### src/rtl/regfile_write_sched.sv
// Purpose : shares WRITES register-file write ports among REQS requesters using
//           round-robin valid/ready arbitration, and sweeps a full-array clear after
//           reset or on request.
// Latency : 1 cycle from handshake (valid & ready) to write_en/write_index/write_data.
// Backpressure: req_ready is combinational. It is 0 while busy, in a clear_start
//           cycle, and for requesters beyond the port count or with a same-cycle index clash.
// Ports   : clk/rst_n (sync, active-low) | clear_start pulse | req_valid/req_ready/
//           req_index/req_data per requester (packed slots) | write_en/write_index/
//           write_data per port (packed, registered) | busy (registered, 1 in CLEAR)
module regfile_write_sched #(
    parameter int                 REQS         = 4,
    parameter int                 WRITES       = 2,
    parameter int                 WIDTH        = 32,
    parameter int                 N            = 5,
    parameter int                 SIZE         = 32,
    parameter int                 CLEAR_ON_RST = 1,
    parameter logic [WIDTH-1:0]   CLEAR_VAL    = '0
) (
    input  logic                     clk,
    input  logic                     rst_n,
    input  logic                     clear_start,
    input  logic [REQS-1:0]          req_valid,
    output logic [REQS-1:0]          req_ready,
    input  logic [REQS*N-1:0]        req_index,
    input  logic [REQS*WIDTH-1:0]    req_data,
    output logic [WRITES-1:0]        write_en,
    output logic [WRITES*N-1:0]      write_index,
    output logic [WRITES*WIDTH-1:0]  write_data,
    output logic                     busy
);

    localparam int RW = (REQS > 1) ? $clog2(REQS) : 1;
    localparam int CW = $clog2(SIZE + WRITES + 1);

    typedef enum logic {S_CLEAR, S_RUN} state_t;

    state_t                     r_state;
    state_t                     w_state_nxt;
    logic [RW-1:0]              r_rr_ptr;
    logic [CW-1:0]              r_clr_cnt;
    logic [WRITES-1:0]          r_wr_en;
    logic [WRITES*N-1:0]        r_wr_index;
    logic [WRITES*WIDTH-1:0]    r_wr_data;
    logic                       r_busy;

    // Arbitration results
    logic [REQS-1:0]            w_ready;
    logic [WRITES-1:0]          w_port_vld;
    int                         w_port_sel [WRITES];
    logic [N-1:0]               w_gidx     [WRITES];
    int                         w_cnt;
    int                         w_last;
    int                         w_r;
    logic                       w_hit;
    logic                       w_grant_any;

    // Round-robin scan starting at r_rr_ptr. A requester whose index clashes with an
    // index already granted this cycle is skipped without using up a port, so later
    // requesters in scan order can still take the remaining ports.
    always_comb begin
        w_ready     = '0;
        w_port_vld  = '0;
        w_cnt       = 0;
        w_last      = 0;
        w_r         = 0;
        w_hit       = 1'b0;
        w_grant_any = 1'b0;
        for (int k = 0; k < WRITES; k++) begin
            w_port_sel[k] = 0;
            w_gidx[k]     = '0;
        end
        if (r_state == S_RUN && !clear_start) begin
            for (int j = 0; j < REQS; j++) begin
                w_r   = (int'(r_rr_ptr) + j) % REQS;
                w_hit = 1'b0;
                for (int k = 0; k < WRITES; k++) begin
                    if (k < w_cnt && w_gidx[k] == req_index[w_r*N +: N]) begin
                        w_hit = 1'b1;
                    end
                end
                if (req_valid[w_r] && w_cnt < WRITES && !w_hit) begin
                    w_ready[w_r] = 1'b1;
                    for (int k = 0; k < WRITES; k++) begin
                        if (k == w_cnt) begin
                            w_gidx[k]     = req_index[w_r*N +: N];
                            w_port_sel[k] = w_r;
                            w_port_vld[k] = 1'b1;
                        end
                    end
                    w_cnt       = w_cnt + 1;
                    w_last      = w_r;
                    w_grant_any = 1'b1;
                end
            end
        end
    end

    assign req_ready = w_ready;

    // Next-state logic
    always_comb begin
        w_state_nxt = r_state;
        case (r_state)
            S_CLEAR: begin
                if (int'(r_clr_cnt) + WRITES >= SIZE) begin
                    w_state_nxt = S_RUN;
                end
            end
            S_RUN: begin
                if (clear_start) begin
                    w_state_nxt = S_CLEAR;
                end
            end
            default: w_state_nxt = S_RUN;
        endcase
    end

    always_ff @(posedge clk) begin
        if (!rst_n) begin
            r_state    <= (CLEAR_ON_RST != 0) ? S_CLEAR : S_RUN;
            r_rr_ptr   <= '0;
            r_clr_cnt  <= '0;
            r_wr_en    <= '0;
            r_wr_index <= '0;
            r_wr_data  <= '0;
            r_busy     <= (CLEAR_ON_RST != 0);
        end else begin
            r_state <= w_state_nxt;
            r_busy  <= (w_state_nxt == S_CLEAR);
            if (r_state == S_CLEAR) begin
                // Ports past the end of the array in the final sweep cycle stay disabled.
                for (int k = 0; k < WRITES; k++) begin
                    r_wr_en[k]                <= (int'(r_clr_cnt) + k < SIZE);
                    r_wr_index[k*N +: N]      <= N'(int'(r_clr_cnt) + k);
                    r_wr_data[k*WIDTH +: WIDTH] <= CLEAR_VAL;
                end
                r_clr_cnt <= r_clr_cnt + CW'(WRITES);
            end else begin
                // Idle ports hold index/data so the register-file inputs don't toggle.
                for (int k = 0; k < WRITES; k++) begin
                    r_wr_en[k] <= w_port_vld[k];
                    if (w_port_vld[k]) begin
                        r_wr_index[k*N +: N]        <= req_index[w_port_sel[k]*N +: N];
                        r_wr_data[k*WIDTH +: WIDTH] <= req_data[w_port_sel[k]*WIDTH +: WIDTH];
                    end
                end
                if (w_grant_any) begin
                    r_rr_ptr <= RW'((w_last + 1) % REQS);
                end
                // Held at 0 so a clear requested from RUN starts at entry 0.
                r_clr_cnt <= '0;
            end
        end
    end

    assign write_en    = r_wr_en;
    assign write_index = r_wr_index;
    assign write_data  = r_wr_data;
    assign busy        = r_busy;

endmodule
### config.mk
export PLATFORM = sky130hd
export DESIGN_NAME = regfile_write_sched
export DESIGN_NICKNAME = d
export VERILOG_FILES = /design/src/rtl/regfile_write_sched.sv
export SDC_FILE = /design/constraint.sdc
export NUM_CORES = 1
export LEC_CHECK = 0
export CAP_MARGIN = 20
export CORE_MARGIN = 3
export CORE_UTILIZATION = 46
export DETAILED_ROUTE_END_ITERATION = 8
export GPL_TIMING_DRIVEN = 0
export PLACE_DENSITY = 0.84
export SLEW_MARGIN = 20
export SYNTH_ARGS = -nofsm -noshare
export SYNTH_HDL_FRONTEND = slang
export SYNTH_SLANG_ARGS = --single-unit
### constraint.sdc
create_clock -name clk -period 6.15 [get_ports clk]
set_input_delay 0.9225 -clock clk [delete_from_list [all_inputs] [get_ports clk]]
set_output_delay 0.9225 -clock clk [all_outputs]
set_load 0.02 [all_outputs]
==> impl_metrics.csv, run 1 <==
group,metric,value,unit
run_status,status,"complete, no violations",
synthesis,ys.flop_type,"sky130_fd_sc_hd__dfxtp_1",
layout,layout-drive-gt1-share,0.136,
clocking,htreeDepth,3,
placed_design,io_buffer_count,234,
min_path,hold_crit_class,"reg -> reg",
layout,final_common_cell,"sky130_fd_sc_hd__clkdlybuf4s50_1",
power_and_ir_drop,intPower,1.13,mW
die,core_area,13900,um2
sta,final-max-slew-violation-count,0,
setup_path,worst_path_dominant_cell_family,"simple AND/OR/NAND/NOR gates",
setup_path,path_buf_inv,3,
setup_path,critPathSlowestCell,"sky130_fd_sc_hd__clkdlybuf4s50_1",
setup_path,timing.reg2reg.worst_path_depth,25,
power_and_ir_drop,worst_ir_drop_vdd,118,uV
setup_path,delay_contributed_by_the_slowest_stage_of_the_critical_path,0.66,ns
setup_path,critical_path_depth,18,
synthesis,sequential_fraction_of_the_synthesis_area,0.258,
sta,finalCritPeriodShare,0.970,
setup_path,worst-endpoint-arrival,5.04,ns
die,row_count,43,
layout,layout.nets,1120,
die,die_area,15800,um2
setup_path,crit_path_max_fanout,8,
clocking,cts.path.max_buffers,2,
setup_path,beginning_of_the_worst_register_to_register_path,"r_rr_ptr[1]",
placed_design,dp_cells,1116,
power_and_ir_drop,clockPowerShare,0.425,
setup_path,timing.critical_path.from_type,"primary input",
die,i_o_pin_count,236,
setup_path,r2r_end,"write_data[36]",
die,die_y,126,um
synthesis,synth.cell_area,6600,um2
clocking,cts_hold_buffers,0,
layout,mostFrequentLayoutCells,"214 x sky130_fd_sc_hd__clkdlybuf4s50_1, 154 x sky130_fd_sc_hd__mux2i_1, 100 x sky130_fd_sc_hd__nand2_1",
power_and_ir_drop,power_per_cell_area,153,nW/um2
detailed_routing,drt_pre_antenna_iters,6,
setup_path,crit_start,"req_index[9]",
setup_path,worst_path_most_repeated_cell,"sky130_fd_sc_hd__nand2_1",
flow_run,cap_viol_max_count,0,
layout,synthToLayoutAreaGrowth,47.4,%
detailed_routing,wire_per_inst,22.2,um
power_and_ir_drop,power_switching_share,0.244,
synthesis,syn_area_per_cell,9.40,um2
synthesis,synthesis.yosys.warnings,0,
placed_design,place_area,9170,um2
detailed_routing,ant_nets,0,
sta,relative_max_transition_margin,0.596,
sta,report.final.hold_viol_count,0,
power_and_ir_drop,power.share.combinational,0.199,
sta,achievable-frequency,168,MHz
clocking,clock-root-buffer,"sky130_fd_sc_hd__clkbuf_16",
setup_path,crit_end,"req_ready[1]",
detailed_routing,mean_number_of_vias_per_cell,6.27,
placed_design,detailed_place_hpwl,19300,um
detailed_routing,drcViolationCount,0,
clocking,numCtsBuffers,9,
setup_path,r2r_slack,0.24,ns
synthesis,syn-instance-count,702,
power_and_ir_drop,power_switching,0.364,mW
setup_path,cp.required,5.23,ns
global_route,grt_start_max_net_pins,20,
layout,post-route-cell-area,9730,um2
setup_path,crit_chain,"clkdlybuf4s50_1 > nand2_1 > mux4_2 > xnor2_1 > nor4_4 > nand2_1 > nand2_2 > inv_2 > ha_4 > nor2_1 > and2_1 > a2111o_1 > or4_4 > o31ai_4 > nor2_4 > nand2_1 > a21oi_1 > clkbuf_2",
synthesis,yosysUniqueCellTypes,70,
placed_design,gp_congestion,0.967,
sta,setup_viol,0,
sta,worstMarginPinSlew,0.604,ns
clocking,cts_tree,"yes",
synthesis,ys_seq_elements,85,
power_and_ir_drop,register_share_of_total_power,0.376,
layout,antenna_cells,0,
clocking,cts.reportedPaths.clkPinSlew,0.06,ns
setup_path,cp-end-kind,"output pin",
global_route,initial_antenna_violation_count,0,
global_route,global_route.overflow_total,0,
synthesis,synth_edf_count,0,
sta,post_layout_minimum_cycle_time,5.96,ns
synthesis,syn-num-nets,865,
sta,clock_skew,0.00410,ns
die,dieWidth,126,um
die,start_util,0.474,
setup_path,path_class,"in -> out",
global_route,grt_pass1_vias,7204,
global_route,grtUsageTotal,0.308,
power_and_ir_drop,power.static_leakage,4.04,nW
global_route,grt_pass1_wl,39400,um
synthesis,ffs_w_async_s_r_synth,0,
detailed_routing,detailed_route_wire_length,25300,um
layout,finish.cell_count_without_fillers,1142,
min_path,hp-start,"write_data[6]",
clocking,worst_skew_pair.late_latency,0.34,ns
detailed_routing,dr.first_iter.drc_count,593,
clocking,tritoncts_num_sinks,85,
detailed_routing,vias,7160,
[cells in the mapped netlist, types with 4 or more instances]
library cell	instances	area [um2]
sky130_fd_sc_hd__a211oi_1	6	45.0
sky130_fd_sc_hd__a21o_1	6	45.0
sky130_fd_sc_hd__a21oi_1	15	75.1
sky130_fd_sc_hd__a222oi_1	4	40.0
sky130_fd_sc_hd__and2_1	9	56.3
sky130_fd_sc_hd__and3_1	6	37.5
sky130_fd_sc_hd__buf_1	5	18.8
sky130_fd_sc_hd__buf_2	22	110
sky130_fd_sc_hd__buf_4	5	37.5
sky130_fd_sc_hd__buf_6	13	146
sky130_fd_sc_hd__clkbuf_1	13	48.8
sky130_fd_sc_hd__dfxtp_1	85	1700
sky130_fd_sc_hd__ha_1	8	100
sky130_fd_sc_hd__inv_1	8	30.0
sky130_fd_sc_hd__mux2_2	5	56.3
sky130_fd_sc_hd__mux2i_1	154	1540
sky130_fd_sc_hd__mux4_2	23	518
sky130_fd_sc_hd__nand2_1	101	379
sky130_fd_sc_hd__nand2b_1	8	50.1
sky130_fd_sc_hd__nand3_1	9	45.0
sky130_fd_sc_hd__nor2_1	22	82.6
sky130_fd_sc_hd__nor2b_1	11	68.8
sky130_fd_sc_hd__nor3_1	4	20.0
sky130_fd_sc_hd__o21ai_0	8	40.0
sky130_fd_sc_hd__o221ai_1	73	639
sky130_fd_sc_hd__xnor2_1	8	70.1
sky130_fd_sc_hd__xor2_1	4	35.0
[layer usage]
metal / part of all wire / track usage / wire length (um) / vias to the layer above
li1: - / - / - / 3222
met1: 0.37 / 0.357 / 9470 / 3477
met2: 0.50 / 0.548 / 12800 / 397
met3: 0.085 / 0.0738 / 2150 / 64
met4: 0.038 / 0.122 / 951 / 0
met5: 0 / 0 / 0 / -
[cell type report]
type	count	area, um2
buffer	56	413
inverter	12	45.0
timing repair buffer	246	2440
tap	180	225
clock buffer	12	246
multi-input combinational	547	4550
fill	1061	4210
clock inverter	4	95.1
sequential	85	1700
[cell families (layout without fill, tap and decap cells)]
family,count (synthesis),count (layout),synth area share
muxes,183,183,0.323
adders and majority gates,8,8,0.0152
AOI/OAI and AO/OA,150,150,0.183
DFF,85,85,0.258
xor gates and xnor gates,12,12,0.0159
and+or+nand+nor,194,194,0.143
buffers and inverters,70,330,0.0616
[power by group through the flow]
| stage | Clock (mW) | Combinational [mW] | Sequential, mW |
|---|---|---|---|
| after floorplan | 0 | 0.118 | 0.575 |
| after CTS | 0.632 | 0.290 | 0.560 |
| after global routing | 0.652 | 0.317 | 0.561 |
| final | 0.635 | 0.297 | 0.561 |
| after detailed placement | 0 | 0.278 | 0.573 |
| after global placement | 0 | 0.274 | 0.573 |
[state kept, by name, indices dropped and copies added, names as in the netlist]
name	cells
busy	1
r_clr_cnt	5
r_rr_ptr	2
r_state	1
write_data	64
write_en	2
write_index	10
[per-stage QoR]
stage | hold slack [ns] | power [mW] | setup TNS [ns] | worst slack [ns] | utilization
after floorplan | 0.430 | 0.693 | 0 | 0.405 | -
after global placement | 0.444 | 0.847 | -90.79 | -1.53 | 0.658
after detailed placement | 0.447 | 0.850 | -91.10 | -1.52 | 0.658
after CTS | 0.465 | 1.48 | 0 | 0.00764 | 0.690
after global routing | 0.490 | 1.53 | -0.234 | -0.0399 | 0.698
final | 0.464 | 1.49 | 0 | 0.187 | 0.698
[how the worst min path moves through the flow]
stage,end,cells past startpoint,slack (ns)
final,write_data[6],2,0.46
after global routing,write_data[29],2,0.49
after CTS,write_data[2],2,0.46
after detailed placement,write_data[2],2,0.45
after global placement,write_data[23],2,0.44
after floorplan,r_clr_cnt[1],1,0.43
[what timing repair did]
action | in CTS | in global routing
cloned | 0 | 0
endpoints found under the setup margin | 82 | 68
gates resized for setup | 26 | 38
pin swaps | 3 | 4
setup buffers | 5 | 7
[tightest hold or removal path, stage by stage (launching register included)]
cell and delay [ns]:
sky130_fd_sc_hd__dfxtp_1 0.32, sky130_fd_sc_hd__nand2_1 0.05, sky130_fd_sc_hd__o221ai_1 0.06
Power figures use the tool's default switching activity.
==> run 2, diff against run 1 <==
--- a/config.mk
+++ b/config.mk
@@ -6,7 +6,7 @@
 export NUM_CORES = 1
 export LEC_CHECK = 0
 export CAP_MARGIN = 20
-export CORE_MARGIN = 3
+export CORE_MARGIN = 4
 export CORE_UTILIZATION = 46
 export DETAILED_ROUTE_END_ITERATION = 8
 export GPL_TIMING_DRIVEN = 0
==> run 2 against run 1 <==
Sequential power about the same. Critical path depth increased by 1. Wire length about the same. Non-clock buffer count decreased by 3. Cell count decreased by 0.35%. First-iteration DRC count decreased by 8.6%. Die area increased by 3.2%. Critical endpoint is now req_ready[2].
==> impl_metrics.csv, run 2 (synthesis gave the netlist of run 1 again) <==
group,metric,value,unit
run_status,status,"complete, no violations",
layout,mostFrequentLayoutCells,"223 x sky130_fd_sc_hd__clkdlybuf4s50_1, 154 x sky130_fd_sc_hd__mux2i_1, 101 x sky130_fd_sc_hd__nand2_1",
clocking,cts.reportedPaths.clkPinSlew,0.07,ns
placed_design,detailed_place_hpwl,19300,um
clocking,tritoncts_num_sinks,85,
die,dieWidth,128,um
die,core_area,14000,um2
detailed_routing,drt_pre_antenna_iters,5,
layout,layout.nets,1117,
die,start_util,0.472,
power_and_ir_drop,power_per_cell_area,155,nW/um2
setup_path,r2r_slack,0.20,ns
min_path,hold_crit_class,"reg -> reg",
detailed_routing,drcViolationCount,0,
sta,setup_viol,0,
clocking,numCtsBuffers,9,
detailed_routing,ant_nets,0,
global_route,grtUsageMet1,0.362,
clocking,cts.path.max_buffers,2,
sta,timing.hold.ws,0.465,ns
setup_path,worst-endpoint-arrival,5.08,ns
setup_path,beginning_of_the_worst_register_to_register_path,"r_rr_ptr[1]",
layout,layout-drive-gt1-share,0.135,
setup_path,crit_chain,"clkdlybuf4s50_1 > nand2_1 > mux4_2 > xnor2_2 > nor4_4 > nand2_1 > nand2_1 > inv_2 > ha_4 > inv_1 > nor4b_1 > o32ai_1 > nor2_1 > or4_4 > o31ai_4 > nor2_4 > nand2_1 > a21oi_1 > clkbuf_2",
global_route,grt_start_max_net_pins,20,
global_route,grt_pass1_vias,7185,
detailed_routing,detailed_route_wire_length,25300,um
global_route,global_route.overflow_total,0,
sta,relative_max_transition_margin,0.570,
setup_path,critPathSlowestCell,"sky130_fd_sc_hd__clkdlybuf4s50_1",
setup_path,timing.reg2reg.worst_path_depth,23,
global_route,grtUsageMet3,0.0671,
detailed_routing,dr.first_iter.drc_count,542,
global_route,initial_antenna_violation_count,0,
placed_design,dp_cells,1116,
global_route,grt_pass1_wl,38900,um
layout,antenna_cells,0,
clocking,clock-root-buffer,"sky130_fd_sc_hd__clkbuf_16",
setup_path,crit_path_max_fanout,8,
setup_path,cp-end-kind,"output pin",
sta,report.final.hold_viol_count,0,
setup_path,worst_path_most_repeated_cell,"sky130_fd_sc_hd__nand2_1",
sta,worstMarginPinSlew,0.643,ns
global_route,grt.busiest_layer,"met2",
layout,final.fill_count,1088,
detailed_routing,wire_per_inst,22.3,um
die,die_area,16300,um2
clocking,worst_skew_pair.late_latency,0.34,ns
flow_run,cap_viol_max_count,0,
clocking,cts_tree,"yes",
setup_path,worst_path_dominant_cell_family,"simple AND/OR/NAND/NOR gates",
layout,finish.cell_count_without_fillers,1138,
layout,final_common_cell,"sky130_fd_sc_hd__clkdlybuf4s50_1",
power_and_ir_drop,worst_ir_drop_vdd,147,uV
detailed_routing,vias,7065,
placed_design,gp_congestion,0.977,
die,die_y,128,um
sta,achievable-frequency,167,MHz
setup_path,crit_start,"req_index[5]",
setup_path,timing.critical_path.from_type,"primary input",
layout,post_layout_util,0.693,
global_route,grtUsageTotal,0.300,
setup_path,critical_path_depth,19,
sta,final-max-slew-violation-count,0,
global_route,global_route.usage.met2,0.511,
setup_path,path_class,"in -> out",
placed_design,io_buffer_count,234,
die,row_count,43,
detailed_routing,mean_number_of_vias_per_cell,6.21,
sta,clock_skew,0.00592,ns
setup_path,path_buf_inv,4,
power_and_ir_drop,power.static_leakage,3.96,nW
setup_path,cp.required,5.23,ns
die,i_o_pin_count,236,
layout,largest_register_ffs,64,
clocking,htreeDepth,3,
setup_path,crit_end,"req_ready[2]",
setup_path,delay_contributed_by_the_slowest_stage_of_the_critical_path,0.62,ns
sta,post_layout_minimum_cycle_time,6.00,ns
sta,finalCritPeriodShare,0.975,
setup_path,r2r_end,"write_data[58]",
layout,synthToLayoutAreaGrowth,46.9,%
-- run 2: cell types whose count changed in the layout (fill, tap and decap cells not counted), sizes merged --
cell and change:
dlymetal6s2s -9, clkdlybuf4s50 +9, buf -3, clkbuf -1
-- run 2: report_power, final --
part	leakage, nW	total (mW)	internal, mW	switching, mW
Clock	0.172	0.642	0.416	0.226
Sequential	0.688	0.561	0.555	0.00511
Combinational	3.10	0.297	0.167	0.130
-- run 2: worst min-delay path by stage --
stage | cells past startpoint | end | slack [ns] | startpoint
finish | 2 | write_data[30] | 0.47 | write_data[30]
global placement | 2 | write_data[12] | 0.44 | write_data[12]
floorplan | 1 | r_clr_cnt[1] | 0.43 | r_clr_cnt[1]
detailed placement | 2 | write_data[33] | 0.45 | write_data[33]
CTS | 2 | write_data[49] | 0.46 | write_data[49]
global route | 2 | write_data[47] | 0.48 | write_data[47]
-- run 2: worst min-delay path: cells and delay by family (launching register included) --
family / cells / cell delay (ns)
AND/OR/NAND/NOR: 1 / 0.05
AO/OA/AOI/OAI: 1 / 0.06
flip-flops: 1 / 0.33
-- run 2: layout make-up --
class | count | area [um2] | area share
clock buffers | 11 | 253 | 0.0261
flip-flops and latches | 85 | 1700 | 0.176
multi-input cells | 547 | 4560 | 0.471
well taps | 180 | 225 | 0.0232
clock inverters | 4 | 95.1 | 0.00981
repair buffers | 243 | 2400 | 0.248
plain buffers | 56 | 409 | 0.0422
inverters | 12 | 45.0 | 0.00465
-- run 2: repair_timing --
item,4_1_cts,5_1_grt
endpoints found under the setup margin,82,70
gates resized for setup,32,22
hold buffers,0,0
pin swaps,2,3
setup buffers,6,3
-- run 2: metal layers --
metal	up-vias	wire [um]
met3	65	2440
met1	3388	9410
met2	398	12500
met4	0	954
met5	-	0
li1	3214	-
-- run 2: stage by stage --
stage | power [mW] | TNS [ns] | instance area (um2) | worst slack [ns]
after floorplan | 0.693 | 0 | 6600 | 0.405
after global placement | 0.846 | -92.74 | 9170 | -1.55
after detailed placement | 0.851 | -96.14 | 9170 | -1.58
after CTS | 1.49 | 0 | 9650 | 0.00239
after global routing | 1.54 | -0.0302 | 9690 | -0.0157
final | 1.50 | 0 | 9690 | 0.151
